**src/rtl/decode_pipe.sv**
```systemverilog
// RV32I(+M) decode stage: one register slice between fetch and execute, with a
// ready/valid handshake on both sides and load-use hazard detection.
module decode_pipe #(
    parameter int XLEN       = 32,
    parameter bit EN_MULDIV  = 1'b0,
    parameter bit EN_ILLEGAL = 1'b1
) (
    input  logic            i_clk,
    input  logic            i_rst,
    input  logic            i_valid,
    output logic            o_ready,
    input  logic [31:0]     i_inst,
    input  logic [XLEN-1:0] i_pc,
    input  logic            i_ready,
    input  logic            i_flush,
    output logic            o_valid,
    output logic [XLEN-1:0] o_pc,
    output logic [4:0]      o_rs1,
    output logic [4:0]      o_rs2,
    output logic [4:0]      o_rd,
    output logic            o_stall,
    output logic [5:0]      o_format,
    output logic            o_alu_imm,
    output logic            o_alu_pc,
    output logic [1:0]      o_wb_sel,
    output logic            o_reg_we,
    output logic            o_dmem_we,
    output logic            o_dmem_re,
    output logic [2:0]      o_opsel,
    output logic            o_sub,
    output logic            o_arith,
    output logic            o_unsigned,
    output logic            o_muldiv,
    output logic            o_illegal
);

    localparam logic [6:0] OPC_OP     = 7'b0110011;
    localparam logic [6:0] OPC_OPIMM  = 7'b0010011;
    localparam logic [6:0] OPC_LOAD   = 7'b0000011;
    localparam logic [6:0] OPC_STORE  = 7'b0100011;
    localparam logic [6:0] OPC_BRANCH = 7'b1100011;
    localparam logic [6:0] OPC_LUI    = 7'b0110111;
    localparam logic [6:0] OPC_AUIPC  = 7'b0010111;
    localparam logic [6:0] OPC_JAL    = 7'b1101111;
    localparam logic [6:0] OPC_JALR   = 7'b1100111;

    localparam logic [5:0] FMT_R = 6'b000001;
    localparam logic [5:0] FMT_I = 6'b000010;
    localparam logic [5:0] FMT_S = 6'b000100;
    localparam logic [5:0] FMT_B = 6'b001000;
    localparam logic [5:0] FMT_U = 6'b010000;
    localparam logic [5:0] FMT_J = 6'b100000;

    logic [6:0] opcode;
    logic [2:0] funct3;
    logic [6:0] funct7;
    logic [4:0] rs1_d, rs2_d, rd_d;

    assign opcode = i_inst[6:0];
    assign funct3 = i_inst[14:12];
    assign funct7 = i_inst[31:25];
    assign rs1_d  = i_inst[19:15];
    assign rs2_d  = i_inst[24:20];
    assign rd_d   = i_inst[11:7];

    logic [5:0] format_d;
    logic       alu_imm_d, alu_pc_d;
    logic [1:0] wb_sel_d;
    logic [2:0] opsel_d;
    logic       sub_d, arith_d, unsigned_d, muldiv_d;
    logic       bad_d, writes_d, loads_d, stores_d;
    logic       reg_we_d, dmem_we_d, dmem_re_d, illegal_d;

    always_comb begin
        format_d   = '0;
        alu_imm_d  = 1'b0;
        alu_pc_d   = 1'b0;
        wb_sel_d   = 2'b00;
        opsel_d    = 3'b000;
        sub_d      = 1'b0;
        arith_d    = 1'b0;
        unsigned_d = 1'b0;
        muldiv_d   = 1'b0;
        bad_d      = 1'b0;
        writes_d   = 1'b0;
        loads_d    = 1'b0;
        stores_d   = 1'b0;
        // Opcodes with inst[1:0] != 11 never match below and land in default.
        case (opcode)
            OPC_OP: begin
                format_d   = FMT_R;
                opsel_d    = funct3;
                unsigned_d = funct3[0];
                sub_d      = (funct3 == 3'b000) & funct7[5];
                arith_d    = (funct3 == 3'b101) & funct7[5];
                writes_d   = 1'b1;
                if (funct7 == 7'b0000001) begin
                    if (EN_MULDIV) muldiv_d = 1'b1;
                    else           bad_d    = 1'b1;
                end else if (funct7 != 7'b0000000 && funct7 != 7'b0100000) begin
                    bad_d = 1'b1;
                end
            end
            OPC_OPIMM: begin
                format_d   = FMT_I;
                alu_imm_d  = 1'b1;
                opsel_d    = funct3;
                unsigned_d = funct3[0];
                arith_d    = (funct3 == 3'b101) & i_inst[30];
                writes_d   = 1'b1;
            end
            OPC_LOAD: begin
                format_d  = FMT_I;
                alu_imm_d = 1'b1;
                wb_sel_d  = 2'b01;
                writes_d  = 1'b1;
                loads_d   = 1'b1;
            end
            OPC_STORE: begin
                format_d  = FMT_S;
                alu_imm_d = 1'b1;
                stores_d  = 1'b1;
            end
            OPC_BRANCH: begin
                format_d   = FMT_B;
                sub_d      = 1'b1;
                unsigned_d = funct3[1];
            end
            OPC_LUI: begin
                format_d  = FMT_U;
                alu_imm_d = 1'b1;
                wb_sel_d  = 2'b11;
                writes_d  = 1'b1;
            end
            OPC_AUIPC: begin
                format_d  = FMT_U;
                alu_imm_d = 1'b1;
                alu_pc_d  = 1'b1;
                writes_d  = 1'b1;
            end
            OPC_JAL: begin
                format_d  = FMT_J;
                alu_imm_d = 1'b1;
                alu_pc_d  = 1'b1;
                wb_sel_d  = 2'b10;
                writes_d  = 1'b1;
            end
            OPC_JALR: begin
                format_d  = FMT_I;
                alu_imm_d = 1'b1;
                wb_sel_d  = 2'b10;
                writes_d  = 1'b1;
            end
            default: bad_d = 1'b1;
        endcase
    end

    // Side effects are suppressed for any undecodable instruction, even when
    // the illegal flag itself is compiled out.
    assign reg_we_d  = writes_d & ~bad_d & (rd_d != 5'd0);
    assign dmem_we_d = stores_d & ~bad_d;
    assign dmem_re_d = loads_d & ~bad_d;
    assign illegal_d = EN_ILLEGAL ? bad_d : 1'b0;

    logic            valid_q;
    logic [XLEN-1:0] pc_q;
    logic [4:0]      rs1_q, rs2_q, rd_q;
    logic [5:0]      format_q;
    logic            alu_imm_q, alu_pc_q;
    logic [1:0]      wb_sel_q;
    logic            reg_we_q, dmem_we_q, dmem_re_q;
    logic [2:0]      opsel_q;
    logic            sub_q, arith_q, unsigned_q, muldiv_q, illegal_q;

    logic uses_rs1, uses_rs2, stall, ready, accept;

    assign uses_rs1 = |format_d[3:0];
    assign uses_rs2 = format_d[0] | format_d[2] | format_d[3];

    // Load in the slot whose rd is read by the offered instruction.
    assign stall = valid_q & dmem_re_q & (rd_q != 5'd0) & i_valid &
                   ((uses_rs1 & (rs1_d == rd_q)) | (uses_rs2 & (rs2_d == rd_q)));

    assign ready  = (~valid_q | i_ready) & ~stall & ~i_flush & ~i_rst;
    assign accept = i_valid & ready;

    always_ff @(posedge i_clk) begin
        if (i_rst) begin
            valid_q    <= 1'b0;
            pc_q       <= '0;
            rs1_q      <= '0;
            rs2_q      <= '0;
            rd_q       <= '0;
            format_q   <= '0;
            alu_imm_q  <= 1'b0;
            alu_pc_q   <= 1'b0;
            wb_sel_q   <= '0;
            reg_we_q   <= 1'b0;
            dmem_we_q  <= 1'b0;
            dmem_re_q  <= 1'b0;
            opsel_q    <= '0;
            sub_q      <= 1'b0;
            arith_q    <= 1'b0;
            unsigned_q <= 1'b0;
            muldiv_q   <= 1'b0;
            illegal_q  <= 1'b0;
        end else if (accept) begin
            valid_q    <= 1'b1;
            pc_q       <= i_pc;
            rs1_q      <= rs1_d;
            rs2_q      <= rs2_d;
            rd_q       <= rd_d;
            format_q   <= format_d;
            alu_imm_q  <= alu_imm_d;
            alu_pc_q   <= alu_pc_d;
            wb_sel_q   <= wb_sel_d;
            reg_we_q   <= reg_we_d;
            dmem_we_q  <= dmem_we_d;
            dmem_re_q  <= dmem_re_d;
            opsel_q    <= opsel_d;
            sub_q      <= sub_d;
            arith_q    <= arith_d;
            unsigned_q <= unsigned_d;
            muldiv_q   <= muldiv_d;
            illegal_q  <= illegal_d;
        end else if (i_flush | i_ready) begin
            // Slot empties (flush or drain with nothing new); kill side effects.
            valid_q   <= 1'b0;
            reg_we_q  <= 1'b0;
            dmem_we_q <= 1'b0;
            dmem_re_q <= 1'b0;
        end
    end

    assign o_ready    = ready;
    assign o_stall    = stall;
    assign o_valid    = valid_q;
    assign o_pc       = pc_q;
    assign o_rs1      = rs1_q;
    assign o_rs2      = rs2_q;
    assign o_rd       = rd_q;
    assign o_format   = format_q;
    assign o_alu_imm  = alu_imm_q;
    assign o_alu_pc   = alu_pc_q;
    assign o_wb_sel   = wb_sel_q;
    assign o_reg_we   = reg_we_q;
    assign o_dmem_we  = dmem_we_q;
    assign o_dmem_re  = dmem_re_q;
    assign o_opsel    = opsel_q;
    assign o_sub      = sub_q;
    assign o_arith    = arith_q;
    assign o_unsigned = unsigned_q;
    assign o_muldiv   = muldiv_q;
    assign o_illegal  = illegal_q;

endmodule

```
**config.mk**
```make
export PLATFORM = sky130hd
export DESIGN_NAME = decode_pipe
export DESIGN_NICKNAME = d
export VERILOG_FILES = /design/src/rtl/decode_pipe.sv
export SDC_FILE = /design/constraint.sdc
export NUM_CORES = 1
export LEC_CHECK = 0
export CAP_MARGIN = 0
export CORE_MARGIN = 10
export CORE_UTILIZATION = 41
export CTS_CLUSTER_SIZE = 8
export DETAILED_ROUTE_END_ITERATION = 8
export GPL_TIMING_DRIVEN = 0
export PLACE_DENSITY = 0.85
export SLEW_MARGIN = 40
export SYNTH_ARGS = -nofsm -noshare
export SYNTH_HDL_FRONTEND = slang
export SYNTH_SLANG_ARGS = --single-unit
```
**constraint.sdc**
```tcl
create_clock -name i_clk -period 2.6 [get_ports i_clk]
set_input_delay 0.78 -clock i_clk [delete_from_list [all_inputs] [get_ports i_clk]]
set_output_delay 0.78 -clock i_clk [all_outputs]
set_load 0.005 [all_outputs]
```
; Word-level counts from Yosys, hierarchy flattened
; Index checks and enable logic that the tools add are counted.
[word_totals]
regBits = 68
elab_cells = 91
[classes]
bitwise_logic = 26
n_eq_ne = 14
mux = 19
reduce_logical = 15
[ops]
columns = operator, n
row1 = $pmux 6 s6, 1
row2 = $eq 7x6->1 const B, 3
row3 = $eq 7x7->1 const B, 3
row4 = $and 1x1->1, 16
row5 = $eq 7x5->1 const B, 2
row6 = $reduce_or 7->1, 2
row7 = $mux 1, 13
row8 = $eq 5x5->1, 2
row9 = $reduce_bool 5->1, 2
row10 = $reduce_or 2->1, 4
row11 = $reduce_or 8->1, 1
row12 = $eq 7x1->1 const B, 1
row13 = $eq 7x2->1 const B, 1
row14 = $ne 7x6->1 const B, 1
row15 = $reduce_bool 7->1, 1
row16 = $pmux 1 s2, 3
row17 = $pmux 2 s3, 1
row18 = $not 1->1, 5
row19 = $or 1x1->1, 5
row20 = $reduce_or 4->1, 1
row21 = $eq 3x3->1 const B, 1
row22 = $logic_not 3->1, 1
row23 = $mux 3, 1
row24 = $reduce_or 3->1, 1
row25 = 2 further kinds, 2

; Logic depth before layout (Yosys ltp)
[depth]
word_depth = 14
mapped_depth = 10

; Worst setup path before layout
; Ideal clock, no wire load.
[synth_path]
path_type = input to output
start = input i_inst[4]
end = output o_ready
path_slack_ns = -0.058
arrival_time_ns = 1.878
path_stages = 8
t_required_ns = 1.820
n_path_buf = 2
cell_sequence = buf_4 and3b_1 buf_4 o211ai_1 nor2_1 a31oi_1 nor3b_1 nor2b_1
[synth_via]
elab_chain_cells = 12
elab_cells_between_ends = 23
cone_classes = 9 x eq/ne / 1 x mux / 10 x bitwise / 3 x reduce/logical
[synth_lines]
columns = item, line
row1 = start: declaration, 12  ; input logic [31:0] i_inst,
row2 = "$eq 7x2->1, or another cell as far along", 89  ; case (opcode)
row3 = $reduce_or 3->1 (no source line) or $reduce_or 2->1 (tied branches), --
row4 = $pmux 6 s6 (*), 89
row5 = $or 1x1->1 (2 in series), 178  ; assign uses_rs2 = format_d[0] | format_d[2] | format_d[3];
row6 = $and 1x1->1, 182  ; ((uses_rs1 & (rs1_d == rd_q)) | (uses_rs2 & (rs2_d == rd_q)));
row7 = $or 1x1->1 (*), 182
row8 = $and 1x1->1 (*), 181  ; assign stall = valid_q & dmem_re_q & (rd_q != 5'd0) & i_valid &
row9 = named net o_stall, 21  ; output logic o_stall,
row10 = $not 1->1 (*), 184  ; assign ready = (~valid_q | i_ready) & ~stall & ~i_flush & ~i_rst;
row11 = $and 1x1->1 (*) (3 in series), 184
row12 = end: declaration, 11  ; output logic o_ready,
; Mark *: on every way through the listed nets, which the timed path passes. The rest lies on a longest branch.

; Worst setup path in the final report
[layout_path]
start = input i_inst[22]
end = output o_ready
[layout_via]
elab_chain_cells = 8
[layout_lines]
columns = item, line
row1 = $eq 5x5->1, 182
row2 = $and 1x1->1, 182
row3 = $or 1x1->1, 182
row4 = $and 1x1->1, 181
row5 = $not 1->1, 184
row6 = $and 1x1->1 (3 in series), 184
; No other way between the ends.

==> impl_metrics.csv <==
group,metric,value,unit
outcome,status,"finished with violations",
outcome,violations,"negative setup slack",
timing,fin_skew,0.00908,ns
detailed_routing,wl,11.0,mm
yosys,synth_common_cells,"114 x nand2_1, 68 x dfxtp_1, 60 x a21oi_1",
detailed_routing,route.detailed.drc,0,
detailed_routing,vias,3341,
clock_tree,cts.hold.buffers_added,0,
floorplanning,rows,30,
timing,slew_violations,0,
detailed_routing,viasPerCell,5.29,
floorplanning,io_pins,140,
run,drv_cap,0,
finish,fill_cells,569,
yosys,ys_async_sr_fraction,0,
yosys,ys_seq_area_frac,0.470,
global_routing,first_global_vias,3222,
power_and_ir_drop,p_leak,0.00172,µW
detailed_routing,routedWlPerCell,17.4,µm
hold_path,hold_path.class,"flip-flop to flip-flop",
finish,final_util,0.702,
floorplanning,dieHeight,104,µm
critical_path,worstPathMaxFanout,2,
timing,finalSetupViolCount,2,
hold_path,hold_depth,2,
power_and_ir_drop,power_density,513,nW/µm²
floorplanning,start_util,0.424,
yosys,yosysWarnings,0,
yosys,synthesis.area,2900,µm²
clock_tree,clk_pin_slew_worst_paths,0.07,ns
yosys,yosysTopAreaCell,"dfxtp_1",
critical_path,cp.depth,7,
critical_path,required,1.82,ns
clock_tree,root_buffer,"clkbuf_8",
timing,post-route-min-period,2.68,ns
clock_tree,htreeDepth,3,
clock_tree,cts_tree,"done",
detailed_routing,drtPass1Iterations,5,
detailed_routing,ant_nets,0,
critical_path,slowest_stage,"dlygate4sd2_1",
yosys,ys_types,43,
yosys,synth_edf_count,0,
finish,regArea,1360,µm²
floorplanning,die_x,104,µm
placed_design,port_buffers,136,
clock_tree,clk_path_buf_depth,2,
finish,drive_gt1_frac,0.161,
critical_path,critPathBufInv,2,
yosys,synth_seq_cells,68,
global_routing,grt_max_degree,13,
clock_tree,cts_made_buffers,9,
timing,max_freq,373,MHz
timing,slew_headroom,0.641,
critical_path,cp_slowest_stage_delay,0.26,ns
detailed_routing,drt_first_iter_violations,198,
yosys,synthDominantCellAreaShare,0.470,
critical_path,cp.arrival,1.90,ns
timing,tightest_slew,0.539,ns
critical_path,crit_type,"input pin to output port",
yosys,synth_area_leaders,"dfxtp_1 47%, nand2_1 15%, a21oi_1 10%, xnor2_1 3.0%, buf_4 2.1%",
critical_path,r2r.worst_path.cells,12,
finish,syn_to_final_growth,65.5,%
yosys,synth.most_common_cell,"nand2_1",
finish,num-nets-final,599,
global_routing,antenna_found_initial,0,
clock_tree,clock_sinks,68,
critical_path,path_delay_family,"simple AND/OR/NAND/NOR gates",
critical_path,crit_path_cell_trace,"dlygate4sd2_1 -> xnor2_1 -> and3_4 -> a31oi_2 -> nor3b_2 -> nor2b_1 -> buf_2",
clock_tree,clock_latency,0.35,ns
placed_design,dpl.hpwl,7.92,mm
placed_design,routabilityCongestion,0.851,
timing,fin_crit_sh,1.03,
power_and_ir_drop,vdd_drop_max,0.282,mV
global_routing,grt_pass1_wl,16.9,mm
yosys,ys.flop_type,"dfxtp_1",
power_and_ir_drop,p_total,2460,µW
critical_path,worstSetupStartpointType,"input pin",
floorplanning,design.die.area,10800,µm²
timing,rsz0062_at_grt,"yes",
yosys,synth_nets,438,
critical_path,end_kind,"output port",
timing,finalHoldViolations,0,
finish,antenna_cells,0,
global_routing,grt_usage,0.192,
yosys,avgSynthCellArea,7.86,µm²
global_routing,gr-total-overflow,0,
finish,multi_input_area,1480,µm²
timing,setup_ws,-0.0791,ns
floorplanning,core_area,6830,µm²
yosys,syn_inst,369,
[worst paths after layout]
path	from	endpoint	slack, ns
worst min register to register	o_pc[4]	o_pc[4]	0.45
worst max-delay path	i_inst[22]	o_ready	-0.08
worst min-delay path	o_pc[4]	o_pc[4]	0.45
worst max register to register	o_rd[0]	o_wb_sel[0]	0.10
[layer usage]
metal / vias up / global-route usage / routed length [µm]
met5: - / 0 / 0
met3: 31 / 0.0700 / 1050
li1: 1573 / - / -
met4: 0 / 0.0785 / 296
met1: 1556 / 0.219 / 4450
met2: 181 / 0.317 / 5190
[worst register-to-register path, cell delays in order, from the launching register on]
cell,delay [ns]
dfxtp_1,0.53
xnor2_2,0.14
buf_4,0.15
buf_4,0.12
buf_4,0.12
buf_4,0.12
buf_4,0.12
nand4b_1,0.10
o22a_2,0.19
o21ai_4,0.09
buf_4,0.15
or4b_4,0.48
a21oi_2,0.14
[flip-flops by register name (all words and copies together), names as in the netlist]
signal      flops
o_alu_imm       1
o_alu_pc        1
o_arith         1
o_dmem_re       1
o_dmem_we       1
o_format        6
o_illegal       1
o_opsel         3
o_pc           32
o_rd            5
o_reg_we        1
o_rs1           5
o_rs2           5
o_sub           1
o_unsigned      1
o_valid         1
o_wb_sel        2
[cell type report]
type,count,share of cell area
multi-input cells,271,0.309
repair buffers,151,0.298
flip-flops and latches,68,0.284
plain buffers,26,0.0336
clock buffers,11,0.0316
well taps,96,0.0250
clock inverters,5,0.0175
inverters,3,0.00235
[metrics by stage]
stage                     setup WS (ns)  setup TNS, ns  hold slack (ns)  area, µm²  cells
final                           -0.0791         -0.115            0.455       4800    631
after global routing             -0.154         -0.261            0.476       4800    631
after CTS                       -0.0983         -0.155            0.457       4760    628
after detailed placement          -1.11         -29.68            0.446       4390    601
after global placement            -1.09         -28.11            0.441       4390    601
after floorplan                 0.00196              0            0.448       2900    369
[power by group]
part | internal (µW) | leakage (µW) | switching (µW)
combinational | 200 | 0.00106 | 155
clock | 594 | 0.000112 | 425
sequential | 1070 | 0.000551 | 18.2
total | 1860 | 0.00172 | 599
[placed cells by master (no fill, tap or decap), types with 3 or more instances in the layout]
cell             count
and3_1               3
nor2_1               9
nand2_1            114
nand3_1             11
xnor2_1              4
clkbuf_1            10
buf_6                3
nor4_1               5
buf_4               21
a21oi_1             59
clkdlybuf4s50_1    118
nand4_1              4
clkdlybuf4s15_1      4
a31o_2               6
nand2b_1             5
dfxtp_1             68
inv_1                3
buf_2               13
o21ai_0              7
clkbuf_2             3
nor3_1               5
clkbuf_8            11
xnor2_2              6
[what timing repair did]
action                     4_1_cts  5_1_grt
pin swaps                       17       18
setup endpoints to repair       51       52
cloned                           0        0
gates resized for setup         60       22
buffers inserted                12        3
[logic make-up (layout without fill, tap and decap cells)]
logic type,after synthesis,in the layout,share of synthesized area
AO/OA/AOI/OAI,88,88,0.181
AND/OR/NAND/NOR,172,172,0.265
XOR/XNOR,10,10,0.0302
other,1,1,0.00129
flip-flops,68,68,0.470
buffers and inverters,30,196,0.0527
Note: power is estimated with default switching activity, not from simulation.
